<file path="config.mk">
export PLATFORM = sky130hd
export DESIGN_NAME = move_scheduler
export DESIGN_NICKNAME = d
export VERILOG_FILES = /design/src/rtl/move_pkg.sv /design/src/rtl/button_debouncer.sv /design/src/rtl/move_scheduler.sv
export SDC_FILE = /design/constraint.sdc
export NUM_CORES = 1
export LEC_CHECK = 0
export BUFFER_PORTS_ARGS = -buffer_cell sky130_fd_sc_hd__buf_2
export CORE_AREA = 2 2 75 77
export CTS_CLUSTER_DIAMETER = 40
export DETAILED_ROUTE_END_ITERATION = 10
export DIE_AREA = 0 0 77 79
export PLACE_DENSITY = 0.45
export SLEW_MARGIN = 25
export SYNTH_ARGS = -nofsm -noshare
export SYNTH_HDL_FRONTEND = slang
export SYNTH_HIERARCHICAL = 1
export SYNTH_SLANG_ARGS = --single-unit
</file>
<file path="constraint.sdc">
create_clock -name clk -period 2.46 [get_ports clk]
set_input_delay 0.492 -clock clk [delete_from_list [all_inputs] [get_ports clk]]
set_output_delay 0.492 -clock clk [all_outputs]
set_load 0.02 [all_outputs]
</file>
<file path="src/rtl/move_pkg.sv">
// Shared definitions for the move scheduler: direction codes, button mask bit
// positions, FSM state encoding and the accelerated step helper.
package move_pkg;

  // move_dir encoding; also equals the btn_stable bit index of that button
  localparam logic [1:0] DIR_RIGHT = 2'd0;
  localparam logic [1:0] DIR_LEFT  = 2'd1;
  localparam logic [1:0] DIR_UP    = 2'd2;
  localparam logic [1:0] DIR_DOWN  = 2'd3;

  // btn_stable mask bit indices: {down, up, left, right}
  localparam int unsigned BTN_RIGHT = 0;
  localparam int unsigned BTN_LEFT  = 1;
  localparam int unsigned BTN_UP    = 2;
  localparam int unsigned BTN_DOWN  = 3;

  // Accepted repeats in one hold before the step doubles
  localparam int unsigned ACCEL_REPEATS = 4;

  typedef enum logic [1:0] {
    ST_IDLE,
    ST_ISSUE,
    ST_HOLD,
    ST_REPEAT
  } state_e;

  // Double step, saturated to the 4-bit move_step range
  function automatic logic [3:0] accel_step(input int unsigned step);
    int unsigned s;
    s = 2 * step;
    if (s > 15) s = 15;
    return s[3:0];
  endfunction

endpackage

</file>
<file path="src/rtl/button_debouncer.sv">
// Single-button conditioner: 2-flop synchronizer followed by a debounce
// counter and the stable-level flop.
//   clk       system clock
//   rst       synchronous active-high reset
//   btn_i     raw asynchronous button level
//   stable_o  debounced level; a change appears 2+DEBOUNCE_CYCLES cycles
//             after the raw edge
module button_debouncer #(
  parameter int unsigned DEBOUNCE_CYCLES = 8
) (
  input  logic clk,
  input  logic rst,
  input  logic btn_i,
  output logic stable_o
);

  localparam int unsigned CW = (DEBOUNCE_CYCLES > 1) ? $clog2(DEBOUNCE_CYCLES) : 1;
  localparam logic [CW-1:0] CNT_LAST = CW'(DEBOUNCE_CYCLES - 1);

  logic          meta_q;
  logic          sync_q;
  logic          stable_q;
  logic [CW-1:0] cnt_q;

  always_ff @(posedge clk) begin
    if (rst) begin
      meta_q   <= 1'b0;
      sync_q   <= 1'b0;
      stable_q <= 1'b0;
      cnt_q    <= '0;
    end else begin
      meta_q <= btn_i;
      sync_q <= meta_q;
      if (sync_q == stable_q) begin
        cnt_q <= '0;
      end else if (cnt_q == CNT_LAST) begin
        stable_q <= ~stable_q;
        cnt_q    <= '0;
      end else begin
        cnt_q <= cnt_q + 1'b1;
      end
    end
  end

  assign stable_o = stable_q;

endmodule

</file>
<file path="src/rtl/move_scheduler.sv">
// Move scheduler: debounces the four direction buttons, arbitrates to one
// direction and issues move commands over a valid/ready handshake, with
// frame-rate auto-repeat while the button stays held.
//   clk, rst            clock, synchronous active-high reset
//   frame_tick          one-cycle pulse per video frame
//   up/down/left/right  raw asynchronous buttons
//   move_ready          position datapath accepts the pending command
//   move_valid          command pending
//   move_dir            0=right, 1=left, 2=up, 3=down
//   move_step           pixels to move
//   btn_stable          debounced mask {down, up, left, right}
// Build option: MOVE_SCHED_ACCEL_EN doubles move_step after four consecutive
// accepted repeats within one hold; undefined keeps move_step at STEP.
module move_scheduler
  import move_pkg::*;
#(
  parameter int unsigned DEBOUNCE_CYCLES = 8,
  parameter int unsigned REPEAT_DELAY    = 20,
  parameter int unsigned REPEAT_PERIOD   = 4,
  parameter int unsigned STEP            = 2
) (
  input  logic       clk,
  input  logic       rst,
  input  logic       frame_tick,
  input  logic       up,
  input  logic       down,
  input  logic       left,
  input  logic       right,
  input  logic       move_ready,
  output logic       move_valid,
  output logic [1:0] move_dir,
  output logic [3:0] move_step,
  output logic [3:0] btn_stable
);

  localparam int unsigned RPT_MAX = (REPEAT_DELAY > REPEAT_PERIOD) ? REPEAT_DELAY : REPEAT_PERIOD;
  localparam int unsigned RCW     = $clog2(RPT_MAX + 1);
  localparam logic [RCW-1:0] DELAY_LAST  = RCW'(REPEAT_DELAY - 1);
  localparam logic [RCW-1:0] PERIOD_LAST = RCW'(REPEAT_PERIOD - 1);
  localparam logic [3:0]     BASE_STEP   = 4'(STEP);

  logic [3:0]     stab;
  logic           winner_valid;
  logic [1:0]     winner;
  state_e         state_q;
  logic           valid_q;
  logic [1:0]     dir_q;
  logic           first_q;
  logic [RCW-1:0] rpt_q;

  button_debouncer #(.DEBOUNCE_CYCLES(DEBOUNCE_CYCLES)) u_db_right (
    .clk(clk), .rst(rst), .btn_i(right), .stable_o(stab[BTN_RIGHT]));
  button_debouncer #(.DEBOUNCE_CYCLES(DEBOUNCE_CYCLES)) u_db_left (
    .clk(clk), .rst(rst), .btn_i(left), .stable_o(stab[BTN_LEFT]));
  button_debouncer #(.DEBOUNCE_CYCLES(DEBOUNCE_CYCLES)) u_db_up (
    .clk(clk), .rst(rst), .btn_i(up), .stable_o(stab[BTN_UP]));
  button_debouncer #(.DEBOUNCE_CYCLES(DEBOUNCE_CYCLES)) u_db_down (
    .clk(clk), .rst(rst), .btn_i(down), .stable_o(stab[BTN_DOWN]));

  // Opposing buttons on one axis cancel that axis; then right > left > up > down
  always_comb begin
    logic h_ok;
    logic v_ok;
    h_ok         = ~(stab[BTN_RIGHT] & stab[BTN_LEFT]);
    v_ok         = ~(stab[BTN_UP] & stab[BTN_DOWN]);
    winner_valid = 1'b1;
    winner       = DIR_RIGHT;
    if (h_ok && stab[BTN_RIGHT])     winner = DIR_RIGHT;
    else if (h_ok && stab[BTN_LEFT]) winner = DIR_LEFT;
    else if (v_ok && stab[BTN_UP])   winner = DIR_UP;
    else if (v_ok && stab[BTN_DOWN]) winner = DIR_DOWN;
    else                             winner_valid = 1'b0;
  end

  // first_q marks a command that starts a press (or a direction change), so
  // its acceptance leads to the longer HOLD wait rather than REPEAT.
  always_ff @(posedge clk) begin
    if (rst) begin
      state_q <= ST_IDLE;
      valid_q <= 1'b0;
      dir_q   <= DIR_RIGHT;
      first_q <= 1'b1;
      rpt_q   <= '0;
    end else begin
      unique case (state_q)
        ST_IDLE: begin
          if (winner_valid) begin
            dir_q   <= winner;
            valid_q <= 1'b1;
            first_q <= 1'b1;
            state_q <= ST_ISSUE;
          end
        end
        ST_ISSUE: begin
          // Never retracted; frame_tick here is intentionally ignored
          if (move_ready) begin
            valid_q <= 1'b0;
            rpt_q   <= '0;
            state_q <= first_q ? ST_HOLD : ST_REPEAT;
          end
        end
        ST_HOLD, ST_REPEAT: begin
          if (!winner_valid) begin
            state_q <= ST_IDLE;
          end else if (winner != dir_q) begin
            dir_q   <= winner;
            valid_q <= 1'b1;
            first_q <= 1'b1;
            state_q <= ST_ISSUE;
          end else if (frame_tick) begin
            if (rpt_q == ((state_q == ST_HOLD) ? DELAY_LAST : PERIOD_LAST)) begin
              valid_q <= 1'b1;
              first_q <= 1'b0;
              state_q <= ST_ISSUE;
            end else if (rpt_q != '1) begin
              rpt_q <= rpt_q + 1'b1;
            end
          end
        end
        default: state_q <= ST_IDLE;
      endcase
    end
  end

`ifdef MOVE_SCHED_ACCEL_EN
  logic [2:0] acc_q;
  logic [3:0] step_q;

  // Counts accepted repeats of the current hold; release or a new direction
  // (both seen while waiting in HOLD/REPEAT) restore the base step.
  always_ff @(posedge clk) begin
    if (rst) begin
      acc_q  <= '0;
      step_q <= BASE_STEP;
    end else if (state_q == ST_ISSUE && move_ready && !first_q) begin
      if (acc_q != 3'(ACCEL_REPEATS)) acc_q <= acc_q + 1'b1;
      if (acc_q == 3'(ACCEL_REPEATS - 1)) step_q <= accel_step(STEP);
    end else if ((state_q inside {ST_HOLD, ST_REPEAT}) &&
                 (!winner_valid || winner != dir_q)) begin
      acc_q  <= '0;
      step_q <= BASE_STEP;
    end
  end

  assign move_step = step_q;
`else
  assign move_step = BASE_STEP;
`endif

  assign move_valid = valid_q;
  assign move_dir   = dir_q;
  assign btn_stable = stab;

endmodule

</file>
### Yosys cells after proc, flatten, opt, wreduce, memory -nomap -nowiden

Index checks and enable logic that the tools add are counted.

| cells by class | value |
|---|---|
| add/sub/neg operators | 5 |
| eq/ne operators | 26 |
| muxes and demuxes | 40 |
| bitwise logic cells | 12 |
| reductions and logical operators | 21 |

Operators by type and width:

| operator | count |
|---|---|
| 5-bit 2-to-1 mux | 7 |
| 2-bit 2-to-1 mux | 13 |
| 2-bit inequality test (second input constant) | 8 |
| 1-bit 2-to-1 mux | 15 |
| 3-bit by 1-bit adder with 3-bit output (second input constant) | 4 |
| 3-bit equality test (second input constant) | 4 |
| 3-bit OR reduction | 4 |
| 1-bit NOT | 10 |
| 5-bit one-hot mux with 2 select lines | 1 |
| 5-bit AND reduction | 2 |
| 4-bit inequality test (second input constant) | 2 |
| 2-bit AND reduction | 4 |
| 4-bit AND reduction | 2 |
| 7-bit AND reduction | 1 |
| 3-bit inequality test (second input constant) | 2 |
| 2-bit one-hot mux with 3 select lines | 1 |
| 5-bit by 1-bit adder with 5-bit output (second input constant) | 1 |
| 5-bit equality test | 1 |
| 5-bit inequality test (second input constant) | 1 |
| 1-bit equality test | 4 |
| 2-bit equality test (second input constant) | 2 |
| 1-bit logical AND | 4 |
| 2-bit one-hot mux with 2 select lines | 1 |
| 2-bit nonzero test | 2 |
| 7 further kinds | 8 |

| storage, ports and cells | value |
|---|---|
| bits in registers | 35 |
| input port bits | 8 |
| output and inout port bits | 11 |
| word-level logic and storage cells | 125 |

### Longest topological paths before layout

| logic depth | value |
|---|---|
| depth after elaboration | 11 |
| gate-level depth with buffers | 8 |
| mapped depth without buffers | 8 |

### Cells and area by module

Netlist, hierarchy kept.

Modules (own cells, without submodules):

| module | instances | cells each | area an instance (sq um) | seq. area each (sq um) |
|---|---|---|---|---|
| button_debouncer | 4 | 16 | 203.9 | 120.1 |
| move_scheduler | 1 | 82 | 710.7 | 220.2 |

### Least setup slack after synthesis

OpenSTA, ideal clock, no wires.

| timing path | value |
|---|---|
| kind | register -> register |
| from | reg u_db_up.stable_q, in the netlist u_db_up/stable_o |
| to | reg rpt_q[3] |
| library setup time | 74 ps |
| arrival time | 2,078 ps |
| required time | 2,386 ps |
| setup slack | 308 ps |
| stages on the path, launching flop included | 8 |
| buffers on the path | 0 |
| clock period less this slack | 2,152 ps |
| cell sequence | dfxtp_1 inv_1 ha_1 maj3_2 xnor2_4 nand4b_4 or4b_1 a31oi_1 |

| between the ends | value |
|---|---|
| word-level cells in the longest chain between the ends | 10 |
| elaborated cells on any way between the ends | 16 |
| those cells by class | eq/ne (3); mux (8); bitwise (2); reduce/logical (3) |

Ends and longest elaborated chain:

| item | line | text |
|---|---|---|
| from (decl) | button_debouncer.sv:22 | `logic stable_q;` |
| from (signal assigned) | button_debouncer.sv:37 | `stable_q <= ~stable_q;` |
| 1-bit AND | move_scheduler.sv:65 | `v_ok = ~(stab[BTN_UP] & stab[BTN_DOWN]);` |
| 1-bit NOT | move_scheduler.sv:65 |  |
| 1-bit logical AND | move_scheduler.sv:71 | `else if (v_ok && stab[BTN_DOWN]) winner = DIR_DOWN;` |
| 2-bit 2-to-1 mux | move_scheduler.sv:71 |  |
| 2-bit 2-to-1 mux | move_scheduler.sv:70 | `else if (v_ok && stab[BTN_UP]) winner = DIR_UP;` |
| 2-bit 2-to-1 mux | move_scheduler.sv:69 | `else if (h_ok && stab[BTN_LEFT]) winner = DIR_LEFT;` |
| 2-bit 2-to-1 mux | move_scheduler.sv:68 | `if (h_ok && stab[BTN_RIGHT]) winner = DIR_RIGHT;` |
| 2-bit inequality test | move_scheduler.sv:105 | `end else if (winner != dir_q) begin` |
| 2-bit inequality test (no line) | - |  |
| 7-bit AND reduction (no line) * | - |  |
| to (signal assigned) | move_scheduler.sv:116 | `rpt_q <= rpt_q + 1'b1;` |
| to (decl) | move_scheduler.sv:49 | `logic [RCW-1:0] rpt_q;` |

Every way passes the cells marked *; elsewhere a longest branch is shown, timed or not.
A chain may end at the register's enable or synchronous reset.

### Final worst setup path

| timing path | value |
|---|---|
| from | reg rpt_q[0] |
| to | reg rpt_q[3] |

| between the ends | value |
|---|---|
| word-level cells in the longest chain between the ends | 7 |
| elaborated cells on any way between the ends | 12 |
| those cells by class | add/sub (1); eq/ne (4); mux (6); reduce/logical (1) |

Ends and longest elaborated chain:

| item | line | text |
|---|---|---|
| 5-bit by 1-bit adder with 5-bit output | move_scheduler.sv:116 |  |
| 5-bit 2-to-1 mux | move_scheduler.sv:115 | `end else if (rpt_q != '1) begin` |
| 5-bit 2-to-1 mux | move_scheduler.sv:111 | `if (rpt_q == ((state_q == ST_HOLD) ? DELAY_LAST : PERIOD_LAST)) begin` |
| 5-bit 2-to-1 mux | move_scheduler.sv:110 | `end else if (frame_tick) begin` |
| 5-bit 2-to-1 mux | move_scheduler.sv:105 |  |
| 5-bit 2-to-1 mux | move_scheduler.sv:103 | `if (!winner_valid) begin` |
| 5-bit one-hot mux with 2 select lines | move_scheduler.sv:85 | `unique case (state_q)` |

Several ways; a longest one is shown, not always the timed one. The select of a mux whose other input is x is not followed.

==> results.cfg <==
[status]
status = complete, no violations

[synthesis]
syn_inst = 146
async_reset_ff_frac = 0
synth-main-ff-cell = dfxtp_1
seq_area_frac_synth = 0.459
yosys.area.top_type_share = 0.459
synth_area_leaders = dfxtp_1, ha_1, nor4b_1
syn_area_um2 = 1530
synth_edf_count = 0
synth_area_per_cell_um2 = 10.5
synth_cell_types = 35
ys_warn_count = 6
yosysTopAreaCell = dfxtp_1
synth_seq_cells = 35

[setup_path]
max_stage_delay_ps = 520
cp_max_fo = 8
cp-start-kind = flip-flop
critical-path-top-delay-family = simple AND/OR/NAND/NOR gates
crit_path_cell_trace = ha_1 -> and3_1 -> ha_1 -> and4bb_2 -> nand4b_4 -> or4b_1 -> a31oi_1
r2r.worst_path.cells = 7
cpMostUsedCell = ha_1
crit_buf_inv = 0
cp.required_ps = 2660
critPathSlowestCell = or4b_1
end_kind = flip-flop
arrival_ps = 2340
critPathKind = reg -> reg
cp_num_cells = 7

[sta]
max_slew.worst_pin.slew_ps = 610
rsz0062_at_grt = no
min_period_ps = 2140
fin_skew_ps = 6.13
fin_crit_sh = 0.869
slew_headroom = 0.593
finalSetupViolations = 0
slew_violations = 0
fmax_mhz = 468
tns_ps = 0
hold_viol_final = 0

[grt]
grt_use_total = 0.0951
antenna_found_initial = 0
grt_first_pass_wirelength_mm = 4.43
grt_pass1_vias = 982
overflow = 0
grt_max_degree = 36

[die]
ioPinCount = 19
fp.dieW_um = 77
die-area_um2 = 6080
rows = 27
die_h_um = 79
start_util = 0.286
fp.coreArea_um2 = 5340

[layout]
post-route-util = 0.327
finish.net_count = 183
layout_common_cells = dfxtp_1, buf_2, ha_1
antennaDiodeCount = 0
layout_commonest_cell = dfxtp_1
synthToLayoutAreaGrowth_pct = 14.5
drive_above_1_share = 0.194

[place]
portBuffers = 14
gp_congestion = 0.742
hpwl_mm = 1.85

[routing]
drt-total-wl_mm = 2.53
drt_iter0_drc = 44
antenna_left = 0
dr_total_vias = 1048
routedWlPerCell_um = 10.7
viasPerCell = 4.42
firstDrtPassIters = 4
drc = 0

[cts]
cts_sinks = 35
post_cts_resized = 0
clk_pin_slew_worst_paths_ps = 70
cts.path.max_buffers = 2
cts_setup_buffers = 0
cts_buffers = 5
root_buffer = clkbuf_8
ctsHoldBuffers = 0
htree_levels = 2
clk_latency_ps = 280
cts_tree = built

[hold_path]
hold_class = in -> reg
worstHoldPathCells = 2

[power_and_ir_drop]
cellPowerDensity_nw_per_um2 = 574
ir_drop_v = 0.000315
p_leak_nw = 0.677

[job]
drv_cap = 0
## area by class of cell
class                      instances  area (um^2)
inverter                           3         11.3
sequential                        35          701
clock buffer                       6         72.6
fill                             572         3590
timing repair buffer              15         77.6
multi-input combinational        104          783
clock inverter                     2         12.5
tap                               72         90.1
## state kept, by name, indices dropped and copies added, names as in the netlist, 2 cells and up
register / count
u_db_left/cnt_q: 3
rpt_q: 5
move_dir: 2
u_db_right/cnt_q: 3
state_q: 2
u_db_down/cnt_q: 3
u_db_up/cnt_q: 3
## final timing paths
path / startpoint / to / slack [ps]
max: rpt_q[0]$_SDFFE_PP0P_ / rpt_q[3]$_SDFFE_PP0P_ / 320
min: up / u_db_up/meta_q$_SDFF_PP0_ / 420
max reg2reg: rpt_q[0]$_SDFFE_PP0P_ / rpt_q[3]$_SDFFE_PP0P_ / 320
min reg2reg: u_db_right/cnt_q[0]$_SDFF_PP0_ / u_db_right/cnt_q[0]$_SDFF_PP0_ / 430
## power breakdown
part           switching, mW  internal (mW)
Combinational         0.0193         0.0108
Sequential           0.00334          0.575
Clock                  0.197          0.198
Total                  0.220          0.783
## worst reg2reg max path: stages (launching register included)
cell      delay, ps
dfxtp_1         330
ha_1            230
and3_1          190
ha_1            160
and4bb_2        310
nand4b_4        160
or4b_1          530
a31oi_1         160
## synthesized netlist by cell type (2+ instances only)
| library cell | n |
|---|---|
| nor4b_1 | 9 |
| inv_1 | 2 |
| a31oi_1 | 2 |
| nand2b_1 | 2 |
| and3_1 | 2 |
| a21oi_1 | 6 |
| ha_1 | 11 |
| nand3_1 | 9 |
| nor2_1 | 9 |
| mux2_2 | 2 |
| mux2i_1 | 5 |
| nand3b_1 | 2 |
| xnor2_1 | 5 |
| conb_1 | 2 |
| nor2b_1 | 9 |
| buf_4 | 4 |
| nand2_1 | 10 |
| dfxtp_1 | 35 |
| nor4_1 | 4 |
## kinds of logic after synthesis
family | count (synthesis) | share of synthesized area
mux | 7 | 0.0475
buf+inv | 9 | 0.0328
flops | 35 | 0.459
other cells | 2 | 0.00492
compound gates | 12 | 0.0500
fa+ha+maj | 12 | 0.0975
xor+xnor | 7 | 0.0574
simple gates | 62 | 0.251
## layer usage
metal,global-route usage,share of wire,vias to the layer above
met5,0,0,-
met4,0.0536,0.017,0
met3,0.0386,0.075,5
met2,0.144,0.44,25
met1,0.115,0.46,476
li1,-,-,542
## per-stage QoR
step           hold slack [ps]  cells  power [mW]  setup slack (ps)  instance area [um^2]
4_1_cts                    407    237        1.03               307                  1750
3_3_place_gp               414    229       0.620               353                  1660
3_5_place_dp               422    229       0.622               330                  1660
6_report                   416    237        1.00               323                  1750
5_1_grt                    410    237        1.06               158                  1750
2_1_floorplan              404    148       0.612               308                  1530
Power figures use the tool's default switching activity.
